==> src/rtl/bcd_scan_if.sv <==
// rtl/bcd_scan_if.sv - BCD input and seven-segment output bundle for bcd_scan_display
interface bcd_scan_if;
  logic [23:0] bcd_in;
  logic [5:0]  dp_mask;
  logic        blank_lz;
  logic [7:0]  seg;
  logic [5:0]  an;
  logic        frame_done;

  modport master (
    output bcd_in, dp_mask, blank_lz,
    input  seg, an, frame_done
  );

  modport slave (
    input  bcd_in, dp_mask, blank_lz,
    output seg, an, frame_done
  );
endinterface

==> src/rtl/bcd_scan_display.sv <==
// rtl/bcd_scan_display.sv - six-digit multiplexed seven-segment driver for packed BCD hh:mm:ss
module bcd_scan_display #(
  parameter int SCAN_DIV = 50000,
  parameter int GUARD    = 2
) (
  input  logic      clk,
  input  logic      rst,
  bcd_scan_if.slave disp
);
  localparam int DIV_W = (SCAN_DIV > 2) ? $clog2(SCAN_DIV) : 1;

  logic [DIV_W-1:0] div_cnt;
  logic [2:0]       dig;
  logic [23:0]      shadow;
  logic [7:0]       seg_q;
  logic [5:0]       an_q;
  logic             frame_done_q;

  logic       tick;
  logic       wrap;
  logic [3:0] nib;
  logic [6:0] seg7;
  logic [7:0] seg_next;
  logic [5:0] an_next;

  assign tick = (div_cnt == DIV_W'(SCAN_DIV - 1));
  assign wrap = tick && (dig == 3'd5);
  assign nib  = shadow[{dig, 2'b00} +: 4];

  always_comb begin
    seg7 = 7'h3F;
    case (nib)
      4'd0: seg7 = 7'h40;
      4'd1: seg7 = 7'h79;
      4'd2: seg7 = 7'h24;
      4'd3: seg7 = 7'h30;
      4'd4: seg7 = 7'h19;
      4'd5: seg7 = 7'h12;
      4'd6: seg7 = 7'h02;
      4'd7: seg7 = 7'h78;
      4'd8: seg7 = 7'h00;
      4'd9: seg7 = 7'h10;
      default: seg7 = 7'h3F;
    endcase
  end

  // Blanking a leading zero also suppresses its decimal point.
  always_comb begin
    seg_next = {~disp.dp_mask[dig], seg7};
    if ((dig == 3'd5) && disp.blank_lz && (nib == 4'd0)) begin
      seg_next = 8'hFF;
    end
    an_next = 6'h3F;
    if (div_cnt >= DIV_W'(GUARD)) begin
      an_next = ~(6'b1 << dig);
    end
  end

  always_ff @(posedge clk) begin
    if (rst) begin
      div_cnt      <= '0;
      dig          <= 3'd0;
      shadow       <= 24'h0;
      seg_q        <= 8'hFF;
      an_q         <= 6'h3F;
      frame_done_q <= 1'b0;
    end else begin
      div_cnt      <= tick ? '0 : div_cnt + 1'b1;
      if (tick) begin
        dig <= (dig == 3'd5) ? 3'd0 : dig + 3'd1;
      end
      if (wrap) begin
        shadow <= disp.bcd_in;
      end
      frame_done_q <= wrap;
      seg_q        <= seg_next;
      an_q         <= an_next;
    end
  end

  assign disp.seg        = seg_q;
  assign disp.an         = an_q;
  assign disp.frame_done = frame_done_q;
endmodule
==> src/flat_wrapper.sv <==
// flat-port wrapper written by rule: the top's interface ports become plain ports
module bcd_scan_display_flat 
#(
  parameter int SCAN_DIV = 50000,
  parameter int GUARD    = 2
)
  (clk, rst, disp_bcd_in, disp_dp_mask, disp_blank_lz, disp_seg, disp_an, disp_frame_done);
  bcd_scan_if disp_i ();
  input  logic clk;
  input  logic rst;
  input wire logic [$bits(disp_i.bcd_in)-1:0] disp_bcd_in;
  input wire logic [$bits(disp_i.dp_mask)-1:0] disp_dp_mask;
  input wire logic [$bits(disp_i.blank_lz)-1:0] disp_blank_lz;
  output wire logic [$bits(disp_i.seg)-1:0] disp_seg;
  output wire logic [$bits(disp_i.an)-1:0] disp_an;
  output wire logic [$bits(disp_i.frame_done)-1:0] disp_frame_done;
  assign disp_i.bcd_in = disp_bcd_in;
  assign disp_i.dp_mask = disp_dp_mask;
  assign disp_i.blank_lz = disp_blank_lz;
  assign disp_seg = disp_i.seg;
  assign disp_an = disp_i.an;
  assign disp_frame_done = disp_i.frame_done;
  bcd_scan_display #(.SCAN_DIV(SCAN_DIV), .GUARD(GUARD)) u_core (.clk(clk), .rst(rst), .disp(disp_i));
endmodule
==> config.mk <==
export PLATFORM = sky130hd
export DESIGN_NAME = bcd_scan_display_flat
export DESIGN_NICKNAME = d
export VERILOG_FILES = /design/src/rtl/bcd_scan_if.sv /design/src/rtl/bcd_scan_display.sv /design/src/flat_wrapper.sv
export SDC_FILE = /design/constraint.sdc
export NUM_CORES = 1
export LEC_CHECK = 0
export CAP_MARGIN = 20
export CORE_UTILIZATION = 47
export CTS_CLUSTER_SIZE = 24
export DETAILED_ROUTE_END_ITERATION = 7
export PLACE_DENSITY_LB_ADDON = 0.3
export SKIP_LAST_GASP = 1
export SLEW_MARGIN = 5
export SYNTH_ARGS = -nofsm -noshare
export SYNTH_HDL_FRONTEND = slang
export SYNTH_SLANG_ARGS = --single-unit
==> constraint.sdc <==
create_clock -name clk -period 2.11 [get_ports clk]
set_input_delay 0.5275 -clock clk [delete_from_list [all_inputs] [get_ports clk]]
set_output_delay 0.5275 -clock clk [all_outputs]
set_load 0.02 [all_outputs]
# Word-level counts from Yosys, hierarchy flattened
# Memory sizes are Yosys's and may differ from the RTL's. A register that Yosys moved wholly into a read port is not among the register bits.
# Cells that the tools add are included.
op_classes:
  bitwise_logic: 3
  n_shift: 2
  add_sub_neg: 2
  mux: 3
  n_eq_ne: 2
  n_reduce_logical: 7
  n_lt_le_gt_ge: 2
ops:
  columns: ["operator", "count"]
  rows:
  - ["$shiftx 24x6->4", 1]
  - ["$add 16x1->16 const B", 1]
  - ["$eq 16x16->1 const B", 1]
  - ["$ge 16x2->1 const B", 1]
  - ["$not 6->6", 1]
  - ["$reduce_or 2->1", 3]
  - ["$shl 1x3->6 const A", 1]
  - ["$logic_not 4->1", 1]
  - ["$lt 3x4->1 const B", 1]
  - ["$add 3x1->3 const B", 1]
  - ["$bmux 1 s3", 1]
  - ["$eq 3x3->1 const B", 1]
  - ["$logic_and 1x1->1", 3]
  - ["$mux 3", 1]
  - ["$not 1->1", 2]
  - ["$mux 1", 1]
totals:
  mem_bits_ro: 112
  memories: 1
  output_inout_bits: 15
  ff_bits: 58
  input_bits: 33
  elab_cells: 28
memory_table:
  columns: ["memory", "words", "width", "rd", "rd_ports_with_merged_regs", "wr", "line", "source"]
  rows:
  - ["(name not given)", 16, 7, 1, 1, 0, "bcd_scan_display.sv:32", "case (nib)"]

# Longest topological paths before layout
logic_depth:
  depth_word: 4
  ltp_mapped: 11
  mapped_depth_nobuf: 9

# Least setup slack after synthesis
# Ideal clock, no wire load.
synth_timing:
  path_type: "register -> register"
  startpoint: "register u_core.dig[1]"
  endpoint: "register u_core.seg_q[4] (netlist: u_core.disp.seg[4])"
  required_ns: 1.993
  setup_slack_ns: -0.187
  path_buffers: 2
  path_stages_with_launch: 11
  arrival_ns: 2.180
  setup_ns: 0.117
  synth_period_minus_slack_ns: 2.297
  path_cell_list: "dfxtp_1 -> buf_6 -> clkbuf_1 -> mux2i_1 -> nor2_1 -> o21ai_0 -> and2_1 -> ha_1 -> and4b_1 -> or3b_1 -> a22o_1"
synth_via:
  elab_chain_cells: 4
  word_cells_on_any_way: 6
  classes_between: "1 x eq/ne; 1 x shift; 4 x reduce/logical"
synth_rtl:
  columns: ["item", "line", "source"]
  rows:
  - ["start, declared", "bcd_scan_display.sv:13", "logic [2:0] dig;"]
  - ["start signal, assigned", "bcd_scan_display.sv:70", "dig <= (dig == 3'd5) ? 3'd0 : dig + 3'd1;"]
  - ["$shiftx 24x6->4 / $eq 3x3->1 (equally long branches)", "bcd_scan_display.sv:28, bcd_scan_display.sv:50", null]
  - ["$logic_not 4->1 / $logic_and 1x1->1 (equally long branches)", "bcd_scan_display.sv:50", "if ((dig == 3'd5) && disp.blank_lz && (nib == 4'd0)) begin"]
  - ["$logic_and 1x1->1", "bcd_scan_display.sv:50", null]
  - ["$reduce_or 2->1 (no source line)", null, null]
  - ["end, declared", "bcd_scan_display.sv:15", "logic [7:0] seg_q;"]
# Several ways; a longest one is shown, not always the timed one.
# A chain may end at the register's enable or synchronous reset.

# Worst setup path after layout
# Ends and elaborated chain as after synthesis.

==> metrics.md <==
| Metric | Value |
|---|---|
| Status | completed |
| Setup TNS | 0 ns |
| Initial antenna violation count | 0 |
| Synth cell count leaders | dfxtp_1 (58), nor2_1 (53), mux2i_1 (28) |
| Die ar. | 5890 um^2 |
| R2r endpoint | u_core.disp.seg[4]$_SDFF_PP1_ |
| Num CTS Buffers | 9 |
| Die Wd | 76.7 um |
| Global-route wire length before repair | 9630 um |
| Total power | about 2.2 mW |
| Final period util | 98.8% |
| Setup Skew | 0.0140 ns |
| Port Buffers | 47 |
| Largest net degree at the start of global routing | 25 |
| Layout area overhead | 36.8% |
| Critical path peak fanout | 6 |
| Antenna viol nets, final | 0 |
| Maximum buffer depth of the clock tree | 2 |
| Min cycle time layout | 2.08 ns |
| Initial core utilization | around half |
| Gpl congestion | 0.873 |
| Unique masters post-synth | between 40 and 50 |
| Final net count | 398 |
| Endpoint class of the critical path | flip-flop |
| Vias in the first global route | 2104 |
| Post-route cell area | 3590 um^2 |
| Path type of the worst setup path | reg2reg |
| # H-tree levels | 3 |
| FF-to-FF Start | u_core.dig[1]$_SDFFE_PP0P_ |
| CTS Root Cell | clkbuf_8 |
| Grt ovf | 0 |
| DR iter-0 viols | between 100 and 150 |
| Hold path depth | 2 |
| Worst reg2reg setup slack | 0.03 ns |
| Worst path buffer plus inverter count | 1 |
| Highest clock rate | 480 MHz |
| Cell Rows | 26 |
| Synth async-reset ratio | 0% |
| Mean post-synth cell area | 9.34 um^2 |
| Clock Latency Late Sink | 0.35 ns |
| Most common flop cell mapped by yosys | dfxtp_1 |
| Number of synthesis warnings | 0 |
| RSZ-0062 raised after global routing | yes |
| Worst endpoint required time | between 2 and 2.5 ns |
| Gr usage total | 21.3% |
| Crit-path slowest cell | dfxtp_4 |
| IO Pins | 48 |
| Synth Cell Area | 2630 um^2 |
| P_leak | 1.60 nW |
| Crit. Startpoint | u_core.dig[1]$_SDFFE_PP0P_ |
| Critical Path Start Type | flip-flop |
| Drc violations | 0 |
| Pwr/cell area | 624 nW/um^2 |
| CTS tree | built |
| #FFs+latches synth | slightly below 60 |
| Placed cell count | roughly 410 |
| Reg clk slew, reported paths | 0.06 ns |
| Hold wc startpoint | u_core.shadow[7]$_SDFFE_PP0P_ |
| Slew margin rel. | 52.1% |
| Cells after synthesis | 281 |
| Total Wirelength | 5680 um |
| Share of cells above drive strength 1 | 17.5% |
| Wire length per cell | 13.2 um |
| Max Slew Vio Count | 0 |
| Worst VDD drop | 0.000488 V |
| Pre-antenna DRT Iters | 4 |
| Largest area contributor in the netlist | dfxtp_1 |
| Slew @ Worst Pin | 0.712 ns |
| Die Height | 76.7 um |
| Top cell type's share of synthesized area | 44.2% |
| Placed cell areas | 3330 um^2 |
| Antenna cells | 0 |
| Crit path cell chain | buf_6 -> nand2b_4 -> a21oi_2 -> o221ai_2 -> and2_4 -> ha_4 -> and4b_1 -> or3b_1 -> a22o_1 |
| Post-DP HPWL | 4090 um |
| Worst min path class | reg2reg |
| Worst r2r path cells | 9 |
| Top delay family on crit path | simple AND/OR/NAND/NOR gates |
| Final Hold Fails | 0 |
| Cells taking the most area after synthesis | dfxtp_1 (44%), mux2i_1 (11%), nor2_1 (7.6%) |
| CTS Sinks | 58 |
| Final core occ | 68.6% |
| Worst Hold End | u_core.shadow[7]$_SDFFE_PP0P_ |
| Mean number of vias per cell | 5.23 |
| Post-Layout Cell Count | between 400 and 500 |
| Core area | 5240 um^2 |
| EDFF count, synth | 0 |
| Delay of the slowest critical-path stage | ~0.38 ns |
| Max cap viols | 0 |
| Top-count cell post-synth | dfxtp_1 |
| Syn_nets | 322 |
| Sequential-to-total area share from yosys stat | 44.2% |
| CP arrival | 2.31 ns |
| Vias | 2255 |
| Final Setup Violations | 0 |
metal layers:
metal / track usage (%) / up-vias / routed length, um
met5: 0 / - / 0
met4: 12.1 / 0 / 182
met3: 6.90 / 21 / 336
met2: 30.7 / 70 / 2460
met1: 27.8 / 1034 / 2700
li1: - / 1130 / -
repair_timing:
item / CTS / global route
buffers inserted: 1 / 9
pin swaps: 3 / 9
gates resized for setup: 3 / 6
setup endpoints to repair: 5 / 28
cloned: 0 / 0
hold buffers: 0 / 0
worst register-to-register path: stages, from the launching register on:
cell and delay, ns:
dfxtp_4 0.38, buf_6 0.12, nand2b_4 0.13, a21oi_2 0.14, o221ai_2 0.12, and2_4 0.19, ha_4 0.15, and4b_1 0.19
or3b_1 0.38, a22o_1 0.18
cell families (layout without fill, tap and decap cells):
| group | Yosys count | count (layout) | share of synthesized area, % |
|---|---|---|---|
| AND/OR/NAND/NOR | 116 | 116 | 21.6 |
| flip-flops | 58 | 58 | 44.2 |
| multiplexers | 36 | 36 | 14.7 |
| AO/OA/AOI/OAI | 27 | 27 | 7.15 |
| buffers and inverters | 21 | 101 | 3.48 |
| XOR/XNOR | 15 | 15 | 5.00 |
| adder cells (fa/ha/maj) | 8 | 8 | 3.81 |
cell type report:
cell class,count,area [um^2]
multi-input cells,202,1430
repair buffers,76,692
clock inverters,3,40.0
fillers,404,1650
well taps,70,87.6
clock buffers,12,145
inverters,10,37.5
flip-flops and latches,58,1160
stage by stage:
stage                     setup WS (ns)  hold WS (ns)
after floorplan                  0.0107         0.441
after global placement           0.0815         0.470
after detailed placement        -0.0392         0.484
after CTS                       0.00345         0.499
after global routing            -0.0486         0.535
final                            0.0259         0.489
flip-flops by register name (all words and copies together) (netlist names):
signal and cells:
u_core.dig 3, u_core.disp.an 6, u_core.disp.frame_done 1, u_core.disp.seg 8, u_core.div_cnt 16, u_core.shadow 24
where the power goes:
group          switching, mW  total [mW]  internal, mW
combinational         0.0560       0.147        0.0908
sequential           0.00786        1.12          1.11
clock                  0.411       0.978         0.567
worst max-delay path by stage:
stage / end / slack, ns / cells after the start
2_1_floorplan: u_core.disp.seg[4]$_SDFF_PP1_ / 0.01 / 10
3_3_place_gp: u_core.disp.seg[4]$_SDFF_PP1_ / 0.08 / 9
3_5_place_dp: u_core.disp.seg[2]$_SDFF_PP1_ / -0.04 / 9
4_1_cts: u_core.disp.seg[4]$_SDFF_PP1_ / 0.003 / 9
5_1_grt: u_core.disp.seg[4]$_SDFF_PP1_ / -0.05 / 8
6_report: u_core.disp.seg[4]$_SDFF_PP1_ / 0.03 / 9
cells in the final DEF (no fill, tap or decap), types with 2 or more instances in the layout:
| cell type | n |
|---|---|
| a21oi_1 | 2 |
| a21oi_2 | 2 |
| a22o_1 | 5 |
| a22oi_1 | 2 |
| and2_1 | 4 |
| and3_1 | 2 |
| buf_4 | 28 |
| clkbuf_1 | 2 |
| clkbuf_8 | 10 |
| clkdlybuf4s50_1 | 47 |
| clkinv_2 | 2 |
| dfxtp_1 | 57 |
| ha_1 | 7 |
| inv_1 | 9 |
| mux2_2 | 5 |
| mux2i_1 | 27 |
| nand2_1 | 13 |
| nand3_1 | 14 |
| nor2_1 | 53 |
| nor2b_1 | 3 |
| nor3_1 | 5 |
| nor4_1 | 2 |
| o211ai_1 | 2 |
| o21ai_0 | 3 |
| o21ai_1 | 3 |
| or3_1 | 4 |
| or4_1 | 2 |
| xnor2_1 | 9 |
| xor2_1 | 6 |
Power figures use the tool's default switching activity.
